File: src/rtl/jts16b_mcu_busarb.sv
// -----------------------------------------------------------------------------
// jts16b_mcu_busarb
//
// Lets the sound/protection MCU borrow the 68000 main bus. It keeps the MCU
// in reset until a number of vertical interrupts have passed. It turns each
// MCU external-memory strobe into one 68000 bus-request/grant/acknowledge
// handshake plus one access to the main-bus mapper. The MCU is stalled while
// the handshake runs.
//
// Ports
//   clk24, rst24       MCU-domain clock, asynchronous active-high reset
//   mcu_en_i           MCU fitted; low holds the MCU in reset and the FSM idle
//   vint_i             vertical interrupt level (asynchronous)
//   mcu_rst_o          MCU reset, active-high
//   mcu_acc_i          MCU external access strobe (level, clk24 domain)
//   mcu_wr_i           access is a write
//   mcu_addr_i/dout_i  MCU address / write data
//   mcu_din_o          read data returned to the MCU (8'hFF on read timeout)
//   mcu_stall_o        freezes the MCU clock enable
//   cpu_brn_o          68000 bus request (active-low)
//   cpu_bgn_i          68000 bus grant (active-low, asynchronous)
//   cpu_bgackn_o       68000 bus-grant acknowledge (active-low)
//   bus_req_o/we_o     access request / write qualifier to the mapper
//   bus_addr_o/dout_o  latched access address / write data
//   bus_ok_i           mapper access complete (asynchronous level)
//   bus_din_i          mapper read data, stable while bus_ok_i is high
//   tout_flag_o        sticky: some access was aborted by the timeout
//
// Parameters
//   TOUT   cycles allowed in REQ or ACCESS before the access is aborted (>= 1)
//   BOOTV  vint rising edges counted before the MCU leaves reset
// -----------------------------------------------------------------------------
module jts16b_mcu_busarb #(
  parameter int unsigned TOUT  = 255,
  parameter int unsigned BOOTV = 2
) (
  input  logic        clk24,
  input  logic        rst24,
  input  logic        mcu_en_i,
  input  logic        vint_i,
  output logic        mcu_rst_o,
  input  logic        mcu_acc_i,
  input  logic        mcu_wr_i,
  input  logic [15:0] mcu_addr_i,
  input  logic [7:0]  mcu_dout_i,
  output logic [7:0]  mcu_din_o,
  output logic        mcu_stall_o,
  output logic        cpu_brn_o,
  input  logic        cpu_bgn_i,
  output logic        cpu_bgackn_o,
  output logic        bus_req_o,
  output logic        bus_we_o,
  output logic [15:0] bus_addr_o,
  output logic [7:0]  bus_dout_o,
  input  logic        bus_ok_i,
  input  logic [7:0]  bus_din_i,
  output logic        tout_flag_o
);

  localparam int unsigned TW = $clog2(TOUT + 1);
  localparam int unsigned BW = $clog2(BOOTV + 2);

  // The TOUT-th cycle spent in REQ or ACCESS is the last one.
  localparam logic [TW-1:0] TOUT_LAST = TW'(TOUT - 1);
  localparam logic [TW-1:0] TOUT_MAX  = TW'(TOUT);
  localparam logic [BW-1:0] BOOT_LAST = BW'(BOOTV);

  typedef enum logic [2:0] {
    ST_IDLE,
    ST_REQ,
    ST_GRANT,
    ST_ACCESS,
    ST_DONE,
    ST_REL
  } state_t;

  // ---------------------------------------------------------------------------
  // Synchronisers. The grant resets to its inactive (high) level so that no
  // grant can be seen while reset is released.
  // ---------------------------------------------------------------------------
  logic [1:0] vint_sync_q, bgn_sync_q, ok_sync_q;
  logic       vint_s, bgn_s, ok_s;

  always_ff @(posedge clk24 or posedge rst24) begin
    if (rst24) begin
      vint_sync_q <= 2'b00;
      bgn_sync_q  <= 2'b11;
      ok_sync_q   <= 2'b00;
    end else begin
      // NOTE: non-blocking assignments let every flop sample the old value
      // of its neighbour, so the two stages really are two clock delays.
      vint_sync_q <= {vint_sync_q[0], vint_i};
      bgn_sync_q  <= {bgn_sync_q[0],  cpu_bgn_i};
      ok_sync_q   <= {ok_sync_q[0],   bus_ok_i};
    end
  end

  assign vint_s = vint_sync_q[1];
  assign bgn_s  = bgn_sync_q[1];
  assign ok_s   = ok_sync_q[1];

  // ---------------------------------------------------------------------------
  // State and datapath registers
  // ---------------------------------------------------------------------------
  state_t          state_q,     state_d;
  logic            vint_prev_q;
  logic            acc_prev_q;
  logic [BW-1:0]   boot_cnt_q,  boot_cnt_d;
  logic            mcu_rst_q,   mcu_rst_d;
  logic [TW-1:0]   tout_cnt_q,  tout_cnt_d;
  logic [15:0]     bus_addr_q,  bus_addr_d;
  logic [7:0]      bus_dout_q,  bus_dout_d;
  logic            bus_we_q,    bus_we_d;
  logic [7:0]      mcu_din_q,   mcu_din_d;
  logic            tout_flag_q, tout_flag_d;

  logic vint_rise, acc_rise;
  logic start, data_hit, tout_hit, tout_expired;

  assign vint_rise    = vint_s & ~vint_prev_q;
  // The strobe already lives in clk24, so it is edge-detected directly.
  assign acc_rise     = mcu_acc_i & ~acc_prev_q;
  assign tout_expired = (tout_cnt_q >= TOUT_LAST);

  // ---------------------------------------------------------------------------
  // Boot counter: the MCU leaves reset one cycle after the count is reached.
  // ---------------------------------------------------------------------------
  always_comb begin
    boot_cnt_d = boot_cnt_q;
    if (!mcu_en_i) begin
      boot_cnt_d = '0;
    end else if (vint_rise && (boot_cnt_q < BOOT_LAST)) begin
      boot_cnt_d = boot_cnt_q + BW'(1);
    end
    mcu_rst_d = !mcu_en_i || (boot_cnt_q < BOOT_LAST);
  end

  // ---------------------------------------------------------------------------
  // Access FSM, next state
  // ---------------------------------------------------------------------------
  always_comb begin
    // NOTE: every signal written here gets a default first, so no path
    // through the case statement can leave one unassigned and infer a latch.
    state_d  = state_q;
    start    = 1'b0;
    data_hit = 1'b0;
    tout_hit = 1'b0;

    unique case (state_q)
      ST_IDLE: begin
        if (acc_rise && !mcu_rst_q) begin
          state_d = ST_REQ;
          start   = 1'b1;
        end
      end
      // A grant that arrives together with the timeout is still honoured.
      ST_REQ: begin
        if (!bgn_s) begin
          state_d = ST_GRANT;
        end else if (tout_expired) begin
          state_d  = ST_DONE;
          tout_hit = 1'b1;
        end
      end
      ST_GRANT: state_d = ST_ACCESS;
      ST_ACCESS: begin
        if (ok_s) begin
          state_d  = ST_DONE;
          data_hit = 1'b1;
        end else if (tout_expired) begin
          state_d  = ST_DONE;
          tout_hit = 1'b1;
        end
      end
      ST_DONE: state_d = ST_REL;
      // The strobe must drop before IDLE, so a held strobe is one access.
      ST_REL: begin
        if (!mcu_acc_i) state_d = ST_IDLE;
      end
      default: state_d = ST_IDLE;
    endcase

    // Disabling the MCU wins over everything and abandons any access.
    if (!mcu_en_i) begin
      state_d  = ST_IDLE;
      start    = 1'b0;
      data_hit = 1'b0;
      tout_hit = 1'b0;
    end
  end

  // ---------------------------------------------------------------------------
  // Timeout counter: restarts on entry to REQ and to ACCESS, saturating.
  // ---------------------------------------------------------------------------
  always_comb begin
    tout_cnt_d = tout_cnt_q;
    if (!mcu_en_i) begin
      tout_cnt_d = '0;
    end else if ((state_d != state_q) &&
                 ((state_d == ST_REQ) || (state_d == ST_ACCESS))) begin
      tout_cnt_d = '0;
    end else if (((state_q == ST_REQ) || (state_q == ST_ACCESS)) &&
                 (tout_cnt_q != TOUT_MAX)) begin
      tout_cnt_d = tout_cnt_q + TW'(1);
    end
  end

  // ---------------------------------------------------------------------------
  // Datapath next state
  // ---------------------------------------------------------------------------
  always_comb begin
    bus_addr_d  = bus_addr_q;
    bus_dout_d  = bus_dout_q;
    bus_we_d    = bus_we_q;
    mcu_din_d   = mcu_din_q;
    tout_flag_d = tout_flag_q;

    if (start) begin
      bus_addr_d = mcu_addr_i;
      bus_dout_d = mcu_dout_i;
      bus_we_d   = mcu_wr_i;
    end

    // bus_din_i is stable by the time the synchronised ok is seen.
    if (data_hit && !bus_we_q) mcu_din_d = bus_din_i;

    if (tout_hit) begin
      tout_flag_d = 1'b1;
      if (!bus_we_q) mcu_din_d = 8'hFF;
    end

    if (!mcu_en_i) tout_flag_d = 1'b0;
  end

  always_ff @(posedge clk24 or posedge rst24) begin
    if (rst24) begin
      state_q     <= ST_IDLE;
      vint_prev_q <= 1'b0;
      acc_prev_q  <= 1'b0;
      boot_cnt_q  <= '0;
      mcu_rst_q   <= 1'b1;
      tout_cnt_q  <= '0;
      bus_addr_q  <= 16'h0000;
      bus_dout_q  <= 8'h00;
      bus_we_q    <= 1'b0;
      mcu_din_q   <= 8'hFF;
      tout_flag_q <= 1'b0;
    end else begin
      state_q     <= state_d;
      vint_prev_q <= vint_s;
      acc_prev_q  <= mcu_acc_i;
      boot_cnt_q  <= boot_cnt_d;
      mcu_rst_q   <= mcu_rst_d;
      tout_cnt_q  <= tout_cnt_d;
      bus_addr_q  <= bus_addr_d;
      bus_dout_q  <= bus_dout_d;
      bus_we_q    <= bus_we_d;
      mcu_din_q   <= mcu_din_d;
      tout_flag_q <= tout_flag_d;
    end
  end

  // ---------------------------------------------------------------------------
  // Outputs. These are decoded from the state register, so reset (which
  // forces IDLE) releases the bus asynchronously. The stall also covers the
  // strobe cycle itself, so the MCU never runs past an access it issued.
  // ---------------------------------------------------------------------------
  assign mcu_stall_o  = start || (state_q == ST_REQ) ||
                        (state_q == ST_GRANT) || (state_q == ST_ACCESS);
  assign cpu_brn_o    = (state_q != ST_REQ);
  assign cpu_bgackn_o = !((state_q == ST_GRANT) || (state_q == ST_ACCESS));
  assign bus_req_o    = (state_q == ST_ACCESS);
  assign bus_we_o     = bus_we_q;
  assign bus_addr_o   = bus_addr_q;
  assign bus_dout_o   = bus_dout_q;
  assign mcu_din_o    = mcu_din_q;
  assign mcu_rst_o    = mcu_rst_q;
  assign tout_flag_o  = tout_flag_q;

endmodule

File: config.mk
export PLATFORM = sky130hd
export DESIGN_NAME = jts16b_mcu_busarb
export DESIGN_NICKNAME = d
export VERILOG_FILES = /design/src/rtl/jts16b_mcu_busarb.sv
export SDC_FILE = /design/constraint.sdc
export NUM_CORES = 1
export LEC_CHECK = 0
export BUFFER_PORTS_ARGS = -buffer_cell sky130_fd_sc_hd__buf_4
export CORE_ASPECT_RATIO = 2
export CORE_UTILIZATION = 45
export DETAILED_ROUTE_END_ITERATION = 10
export PLACE_DENSITY_LB_ADDON = 0.2
export SYNTH_ARGS = -nofsm -noshare
export SYNTH_HDL_FRONTEND = slang
export SYNTH_SLANG_ARGS = --single-unit
File: constraint.sdc
create_clock -name clk24 -period 5.22 [get_ports clk24]
set_input_delay 0 -clock clk24 [delete_from_list [all_inputs] [get_ports clk24]]
set_output_delay 0 -clock clk24 [all_outputs]
set_load 0.05 [all_outputs]
==> results of run 1 <==
cells in the final DEF, fill, tap and decap left out, types with 5 or more instances in the layout:
cell type and instances:
nor3_1 6, nand2_1 8, dfrtp_1 45, nand2b_1 5, mux2_2 25, inv_1 6
nor2_1 16, dfstp_2 11, buf_4 80, dlygate4sd3_1 39, clkbuf_8 5, o22a_1 8
cell type report:
type,count,area [sq um]
fillers,370,1650
repair buffers,119,991
well taps,58,72.6
multi-input cells,116,902
inverters,7,26.3
clock buffers,7,76.3
clock inverters,1,5.00
flip-flops and latches,56,1420
metal layers:
metal	part of all wire, %	up-vias	global-route usage (%)
met5	0	-	0
met3	3.0	12	2.77
met4	2.3	0	8.83
met1	37	936	24.8
li1	-	896	-
met2	57	54	42.1
kinds of logic after synthesis:
family                   synth area share [%]
XOR/XNOR                                 1.47
AO/OA/AOI/OAI                            11.6
multiplexers                             12.2
AND/OR/NAND/NOR                          11.5
flip-flops                               59.3
adder cells (fa/ha/maj)                  1.05
buffers and inverters                    2.94
worst paths after layout:
kind	startpoint	to	slack, ns	cells after the start
worst min register to register	bgn_sync_q[0]	bgn_sync_q[1]	0.36	0
worst min-delay path	vint_i	vint_sync_q[0]	0.34	2
max in group asynchronous	rst24	tout_cnt_q[2]	4.31	4
worst max register to register	state_q[2]	tout_cnt_q[4]	3.19	5
worst max-delay path	state_q[2]	tout_cnt_q[4]	3.19	5
min in group asynchronous	rst24	bus_addr_o[5]	0.44	4
critical path, cell delays in order, from the launching register on:
cell and delay [ns]:
dfrtp_1 0.55, nor2b_4 0.13, or3b_1 0.41, o221a_2 0.26, a311oi_4 0.44, nor3_1 0.11
power groups by stage:
stage / Clock (mW) / Sequential [mW] / Combinational, mW
6_report: 0.230 / 0.480 / 0.208
5_1_grt: 0.248 / 0.483 / 0.218
4_1_cts: 0.235 / 0.479 / 0.208
3_5_place_dp: 0 / 0.487 / 0.185
3_3_place_gp: 0 / 0.486 / 0.182
2_1_floorplan: 0 / 0.565 / 0.0355
timing repair:
item | in CTS | in global routing
hold buffers | 39 | 0
hold endpoints to repair | 84 | 0
setup endpoints to repair | 0 | 0
resized for setup | 0 | 0
through the flow:
stage / power [mW] / hold slack (ns) / utilization, %
2_1_floorplan: 0.600 / 0.00448 / -
3_3_place_gp: 0.668 / 0.109 / 58.7
3_5_place_dp: 0.672 / 0.111 / 58.7
4_1_cts: 0.923 / 0.331 / 67.9
5_1_grt: 0.949 / 0.346 / 67.9
6_report: 0.918 / 0.345 / 67.9
==> results.ini, run 1 <==
[status]
status=complete, no violations

[setup_path]
crit_type=flip-flop to flip-flop
start_kind=flip-flop
arrival_ns=2.21
end_kind=flip-flop
crit_required_ns=5.40
critPathMaxFanout=10

[finish]
antenna_cells=0
nets=347
drive_gt1_share_pct=41.8
final_area_sq_mm=0.00349
area_growth_pct=46.1
final_cells=364

[synth]
synth_area_leaders=dfrtp_1 47%, dfstp_2 12%, mux2_2 12%
yosys_warnings=0
postSynth.asyncResetShare_pct=100
synth_area_sq_mm=0.00239
synth_commonest_cells=45 x dfrtp_1, 25 x mux2_2, 16 x nor2_1
postSynthAreaPerCell_sq_um=12.8
ys_seq_elements=56
synth_top_area_share_pct=47.2
syn-num-nets=229
synth_edf_count=0
synth_most_common_cell=dfrtp_1
ys.flop_type=dfrtp_1
synth_top_area_cell=dfrtp_1
ys_seq_area_share_pct=59.3
synthCells=187
netlist-cell-type-count=42

[power]
intPower_uw=645
p_sw_uw=273
vdd_drop_max_mv=0.224
p_comb_share_pct=22.7
power_density_mw_per_mm2=263
leakagePower_nw=1.67
p_clk_share_pct=25.1
p_sw_share_pct=29.8
pwr-share-seq_pct=52.2

[clocking]
numCtsBuffers=5
clkLatencyLatePin_ns=0.30
max-clock-path-buffers=2
clk_pin_slew_ns=0.09
htree_num_levels=2
cts_root_buf=clkbuf_8
cts_sinks=56
cts_tree=yes
cts_setup_buffers=0

[floorplan]
dieWidth_um=53.5
die_area_sq_mm=0.00562
chipHeight_um=105
io_pins=79
coreArea_sq_mm=0.00514
start_util_pct=46.5
row_count=37

[global_routing]
grt_max_degree=57
overflow=0
grt_pass1_wl_mm=9.34
grt_usage_pct=22.9
grt_pass1_vias=2022
antenna_found_initial=0

[route]
drtIter0Drc=30
drc=0
antenna_left=0
wl_per_cell_um=15.9
vias=1898
first_pass_iters=4
wl_mm=5.78
vias_per_cell=5.21

[timing]
finalClockSkew_ns=0.00556
relSlewSlack_pct=53.9
layout_setup_ws_ns=3.19
fmaxAchievable_mhz=493
min_period_over_period_pct=38.9
hold_violations=0
rsz0062_at_grt=false
period_needed_ns=2.03
slew_viol_final=0
fin_setup_tns_ns=0
max_slew.worst_pin.slew_ns=0.691
finalSetupViolCount=0

[placement]
placed_area_sq_mm=0.00302
dp_hpwl_mm=3.84
pre_cts_ws_ns=3.21
placedCellCount=317
gp_congestion=0.855
io_buffers=78

[min_path]
min_path_type=input port to flip-flop

[flow_run]
max_cap_violations=0

Power figures use the tool's default switching activity.
==> run 2: changes to the inputs <==
Clock period 5.22 ns to 1.95 ns, I/O delays scaled along.
==> results.ini, run 2 (synthesized netlist as in run 1, its figures left out) <==
[status]
status=complete, no violations

[power]
p_sw_share_pct=28.8  ; -0.93 points
leakagePower_nw=1.79  ; +7.0%
intPower_mw=1.87  ; +190%
p_sw_uw=757  ; +180%
power_density_mw_per_mm2=715  ; +170%
vdd_drop_max_mv=0.745  ; +230%
p_comb_share_pct=21.7  ; -1.0 points
p_clk_share_pct=29.4  ; +4.3 points
pwr-share-seq_pct=48.9  ; -3.3 points

[finish]
area_growth_pct=53.8
antenna_cells=0  ; unchanged
fin_util_pct=71.4  ; +3.6 points
nets=367  ; +5.8%
layout_common_cells=100 x buf_4, 45 x dfrtp_1, 39 x dlygate4sd3_1, 25 x mux2_2, 16 x nor2_1
drive_gt1_share_pct=46.0  ; +4.2 points
final_common_cell=buf_4

[clocking]
cts_tree=yes
cts_root_buf=clkbuf_8
post_cts_resized=0  ; unchanged
clkLatencyLatePin_ns=0.32  ; +0.02 ns
htree_num_levels=2  ; unchanged
max-clock-path-buffers=2  ; unchanged
cts_setup_buffers=0  ; unchanged
clk_pin_slew_ns=0.10  ; about the same
numCtsBuffers=5  ; unchanged
holdBufCountCts=39  ; unchanged
cts_sinks=56  ; unchanged

[timing]
slew_viol_final=0  ; unchanged
fin_setup_tns_ns=0  ; unchanged
rsz0062_at_grt=false
fmaxAchievable_mhz=540  ; +9.5%
finalClockSkew_ns=0.00970  ; +0.00413 ns
finalSetupViolCount=0  ; unchanged
period_needed_ns=1.85  ; -0.176 ns
max_slew.worst_pin.slew_ns=0.644  ; -0.0474 ns
relSlewSlack_pct=57.0  ; +3.1 points
hold_violations=0  ; unchanged
min_period_over_period_pct=95.0  ; +56 points
layout_setup_ws_ns=0.0967  ; -3.09 ns
timing.hold.ws_ns=0.320  ; -0.0251 ns

[setup_path]
rr_endpoint=tout_cnt_q[1]
start_kind=flip-flop
ff2ff_setup_slack_ns=0.1  ; -3.09 ns
end_kind=flip-flop
crit_type=flip-flop to flip-flop
crit_required_ns=2.15  ; -3.25 ns
critPathMaxFanout=6  ; -4
ff2ff_path_depth=6  ; +1
arrival_ns=2.05  ; -0.16 ns
timing.rr.start=state_q[0]

[route]
wl_met2_mm=3.54  ; +6.7%
met1Wirelength_mm=2.17  ; +0.51%
antenna_left=0  ; unchanged
vias=1978  ; +4.2%
wl_mm=6.25  ; +8.1%
first_pass_iters=4  ; unchanged
top_layer_used=met4
wl_per_cell_um=16.3  ; +2.5%
wl_met3_um=244  ; +42%
vias_per_cell=5.15  ; -1.2%
drtIter0Drc=41  ; +37%
drc=0  ; unchanged

[global_routing]
grt_max_degree=31  ; -46%
grt_pass1_vias=2203  ; +9.0%
overflow=0  ; unchanged
antenna_found_initial=0  ; unchanged
grt_usage_pct=25.6  ; +2.7 points
grt_pass1_wl_mm=10.3  ; +10%

[floorplan]
dieWidth_um=53.5  ; unchanged
row_count=37  ; unchanged
chipHeight_um=105  ; unchanged
io_pins=79  ; unchanged
coreArea_sq_mm=0.00514  ; unchanged
die_area_sq_mm=0.00562  ; unchanged
start_util_pct=46.5  ; unchanged

[placement]
dp_hpwl_mm=4.28  ; +11%
gp_congestion=0.843  ; -1.4%
pre_cts_ws_ns=0.128  ; -3.08 ns
io_buffers=78  ; unchanged

[flow_run]
max_cap_violations=0  ; unchanged

[min_path]
whs_path_depth=2  ; unchanged
hp-start=cpu_bgn_i
min_to=bgn_sync_q[0]
min_path_type=input port to flip-flop

-- run 2: cell types whose count changed in the layout (fill, tap and decap cells not counted) --
cell | previous run | this run
buf_4 | 80 | 100
nand2b_1 | 5 | 4
inv_6 | 0 | 1
nand2b_2 | 0 | 1
clkbuf_1 | 2 | 1
bufinv_16 | 0 | 1
clkinv_2 | 1 | 0
-- run 2: power by group through the flow --
stage / logic [mW] / clock network, mW / registers, mW
floorplan: 0.0951 / 0 / 1.51
global placement: 0.496 / 0 / 1.30
detailed placement: 0.502 / 0 / 1.30
CTS: 0.566 / 0.792 / 1.28
global route: 0.598 / 0.827 / 1.29
finish: 0.569 / 0.771 / 1.28
-- run 2: per-layer routing --
layer  track usage (%)  up-vias
li1                  -      938
met1              26.6      951
met2              44.6       68
met3              4.95       21
met4              14.8        0
met5                 0        -
-- run 2: worst max-delay path by stage --
stage | depth (start not counted) | slack (ns) | to | start
5_1_grt | 6 | 0.01 | tout_cnt_q[3] | state_q[0]
3_5_place_dp | 8 | 0.13 | tout_cnt_q[1] | tout_cnt_q[0]
3_3_place_gp | 6 | 0.15 | tout_cnt_q[1] | state_q[2]
6_report | 6 | 0.1 | tout_cnt_q[1] | state_q[0]
4_1_cts | 6 | 0.10 | tout_cnt_q[1] | state_q[0]
2_1_floorplan | 6 | 0.04 | flip-flop | state_q[2]
-- run 2: critical path, stage by stage, from the launching register on --
cell and delay, ns:
dfrtp_1 0.41, nor2b_4 0.15, or3b_1 0.41, o221a_2 0.26, a311oi_4 0.27, buf_4 0.18
a211oi_1 0.04
-- run 2: stage by stage --
stage          total power, mW  cells  instance area, sq um
2_1_floorplan             1.61    187                  2390
3_3_place_gp              1.80    337                  3170
3_5_place_dp              1.81    337                  3170
4_1_cts                   2.64    384                  3670
5_1_grt                   2.72    384                  3670
6_report                  2.62    384                  3670
-- run 2: area by class of cell --
cell class	instances	area [sq um]
well taps	58	72.6
repair buffers	139	1140
flip-flops and latches	56	1420
inverters	7	26.3
multi-input cells	116	905
clock inverters	2	38.8
clock buffers	6	72.6
fillers	352	1470
==> run 3: changes to the inputs <==
Settings changed: CORE_UTILIZATION 45 to 50.
==> results.ini, run 3 (synthesized netlist as in run 1, its figures left out) <==
[status]
status=complete, no violations

[power]
power_density_mw_per_mm2=726  ; +1.6%
leakagePower_nw=1.75  ; -2.1%
power_mw=2.64  ; +0.79%
vdd_drop_max_mv=0.724  ; -2.8%

[timing]
max_slew.worst_pin.slew_ns=0.705  ; +0.0609 ns
finalSetupViolCount=0  ; unchanged
fin_setup_tns_ns=0  ; unchanged
finalClockSkew_ns=0.0114  ; +0.00166 ns
fmaxAchievable_mhz=547  ; +1.4%
rsz0062_at_grt=false
slew_viol_final=0  ; unchanged
period_needed_ns=1.83  ; -0.0249 ns
min_period_over_period_pct=93.8  ; -1.3 points
relSlewSlack_pct=53.0  ; -4.0 points
hold_violations=0  ; unchanged

[route]
wl_per_cell_um=16.9  ; +3.5%
vias=1985  ; +0.35%
drc=0  ; unchanged
wl_met3_um=263  ; +7.8%
wl_met2_mm=3.66  ; +3.4%
top_layer_used=met4
first_pass_iters=4  ; unchanged
met1Wirelength_mm=2.27  ; +4.9%
wl_mm=6.34  ; +1.4%
vias_per_cell=5.28  ; +2.5%
antenna_left=0  ; unchanged
drtIter0Drc=38  ; -7.3%

[global_routing]
grt_usage_pct=28.0  ; +2.4 points
grt_pass1_vias=2197  ; -0.27%
overflow=0  ; unchanged
grt_pass1_wl_mm=10.4  ; +0.94%
antenna_found_initial=0  ; unchanged
grt_max_degree=57  ; +84%

[setup_path]
crit_required_ns=2.16  ; about the same
arrival_ns=2.03  ; -0.02 ns
crit_type=flip-flop to flip-flop
ff2ff_setup_slack_ns=0.12  ; +0.02 ns
critPathMaxFanout=12  ; +6
end_kind=flip-flop
start_kind=flip-flop

[placement]
io_buffers=78  ; unchanged
gp_congestion=0.942  ; +12%
dp_hpwl_mm=3.93  ; -8.2%

[finish]
nets=362  ; -1.4%
final_common_cell=buf_4
fillers=280  ; -20%
antenna_cells=0  ; unchanged
layout_common_cells=94 x buf_4, 43 x dfrtp_1, 39 x dlygate4sd3_1, 25 x mux2_2, 16 x nor2_1
drive_gt1_share_pct=46.4  ; +0.41 points
area_growth_pct=52.5

[floorplan]
coreArea_sq_mm=0.00460  ; -11%
chipHeight_um=99.7  ; -5.0%
start_util_pct=51.9  ; +5.5 points
row_count=35  ; -5.4%
io_pins=79  ; unchanged
dieWidth_um=50.9  ; -4.9%
die_area_sq_mm=0.00507  ; -9.7%

[clocking]
clk_pin_slew_ns=0.10  ; about the same
cts_tree=yes
clkLatencyLatePin_ns=0.32  ; about the same
numCtsBuffers=5  ; unchanged
max-clock-path-buffers=2  ; unchanged
cts_root_buf=clkbuf_8
cts_sinks=56  ; unchanged
htree_num_levels=2  ; unchanged

[min_path]
min_path_type=input port to flip-flop

[flow_run]
max_cap_violations=0  ; unchanged

## run 3: cell types whose count changed in the layout (fill, tap and decap cells not counted)
cell        change
buf_6           +1
clkinvlp_4      +1
dfrtp_2         +2
dfrtp_1         -2
o2111a_2        +1
buf_4           -6
clkbuf_1        -1
o2111a_1        -1
## run 3: area by class of cell
| type | count | area (sq um) | area share, % |
|---|---|---|---|
| flip-flops and latches | 56 | 1420 | 38.9 |
| repair buffers | 134 | 1110 | 30.4 |
| multi-input cells | 116 | 906 | 24.9 |
| clock inverters | 3 | 46.3 | 1.27 |
| inverters | 7 | 26.3 | 0.722 |
| well taps | 55 | 68.8 | 1.89 |
| clock buffers | 5 | 68.8 | 1.89 |
## run 3: stage by stage
| stage | worst slack, ns | instances | cell area (sq um) | util (%) | hold WS (ns) |
|---|---|---|---|---|---|
| final | 0.122 | 376 | 3640 | 79.2 | 0.334 |
| after CTS | 0.0308 | 376 | 3630 | 79.0 | 0.321 |
| after floorplan | 0.0351 | 187 | 2390 | - | 0.00448 |
| after global placement | 0.0854 | 329 | 3130 | 68.0 | 0.109 |
| after detailed placement | 0.0462 | 329 | 3130 | 68.0 | 0.111 |
| after global routing | 0.0178 | 376 | 3640 | 79.2 | 0.339 |
## run 3: final timing paths
check	start	endpoint	depth (start not counted)
worst max-delay path	state_q[1]	tout_cnt_q[5]	6
worst min-delay path	vint_i	vint_sync_q[0]	2
min in group asynchronous	rst24	bus_dout_o[2]	4
worst max register to register	state_q[1]	tout_cnt_q[5]	6
max in group asynchronous	rst24	state_q[2]	4
worst min register to register	ok_sync_q[0]	ok_sync_q[1]	0
## run 3: where the power goes
part	internal (mW)	switching, mW	leakage (nW)
clock	0.388	0.400	0.0548
sequential	1.24	0.0468	0.719
combinational	0.235	0.333	0.977
## run 3: critical path, cell delays in order, from the launching register on
cell and delay, ns:
dfrtp_2 0.50, nand2_1 0.10, or3b_1 0.37, o221a_2 0.27, a311oi_4 0.26, buf_6 0.17, nor2_1 0.06
## run 3: repair_timing
action | 4_1_cts | 5_1_grt
hold buffers | 39 | 0
endpoints found under the setup margin | 0 | 9
setup buffers | 0 | 0
endpoints found under the hold margin | 84 | 0
gates resized for setup | 0 | 4
## run 3: routing by layer
layer	vias to the layer above	global-route usage (%)
met5	-	0
met3	12	5.81
met2	62	51.3
li1	930	-
met1	981	30.2
met4	0	11.1
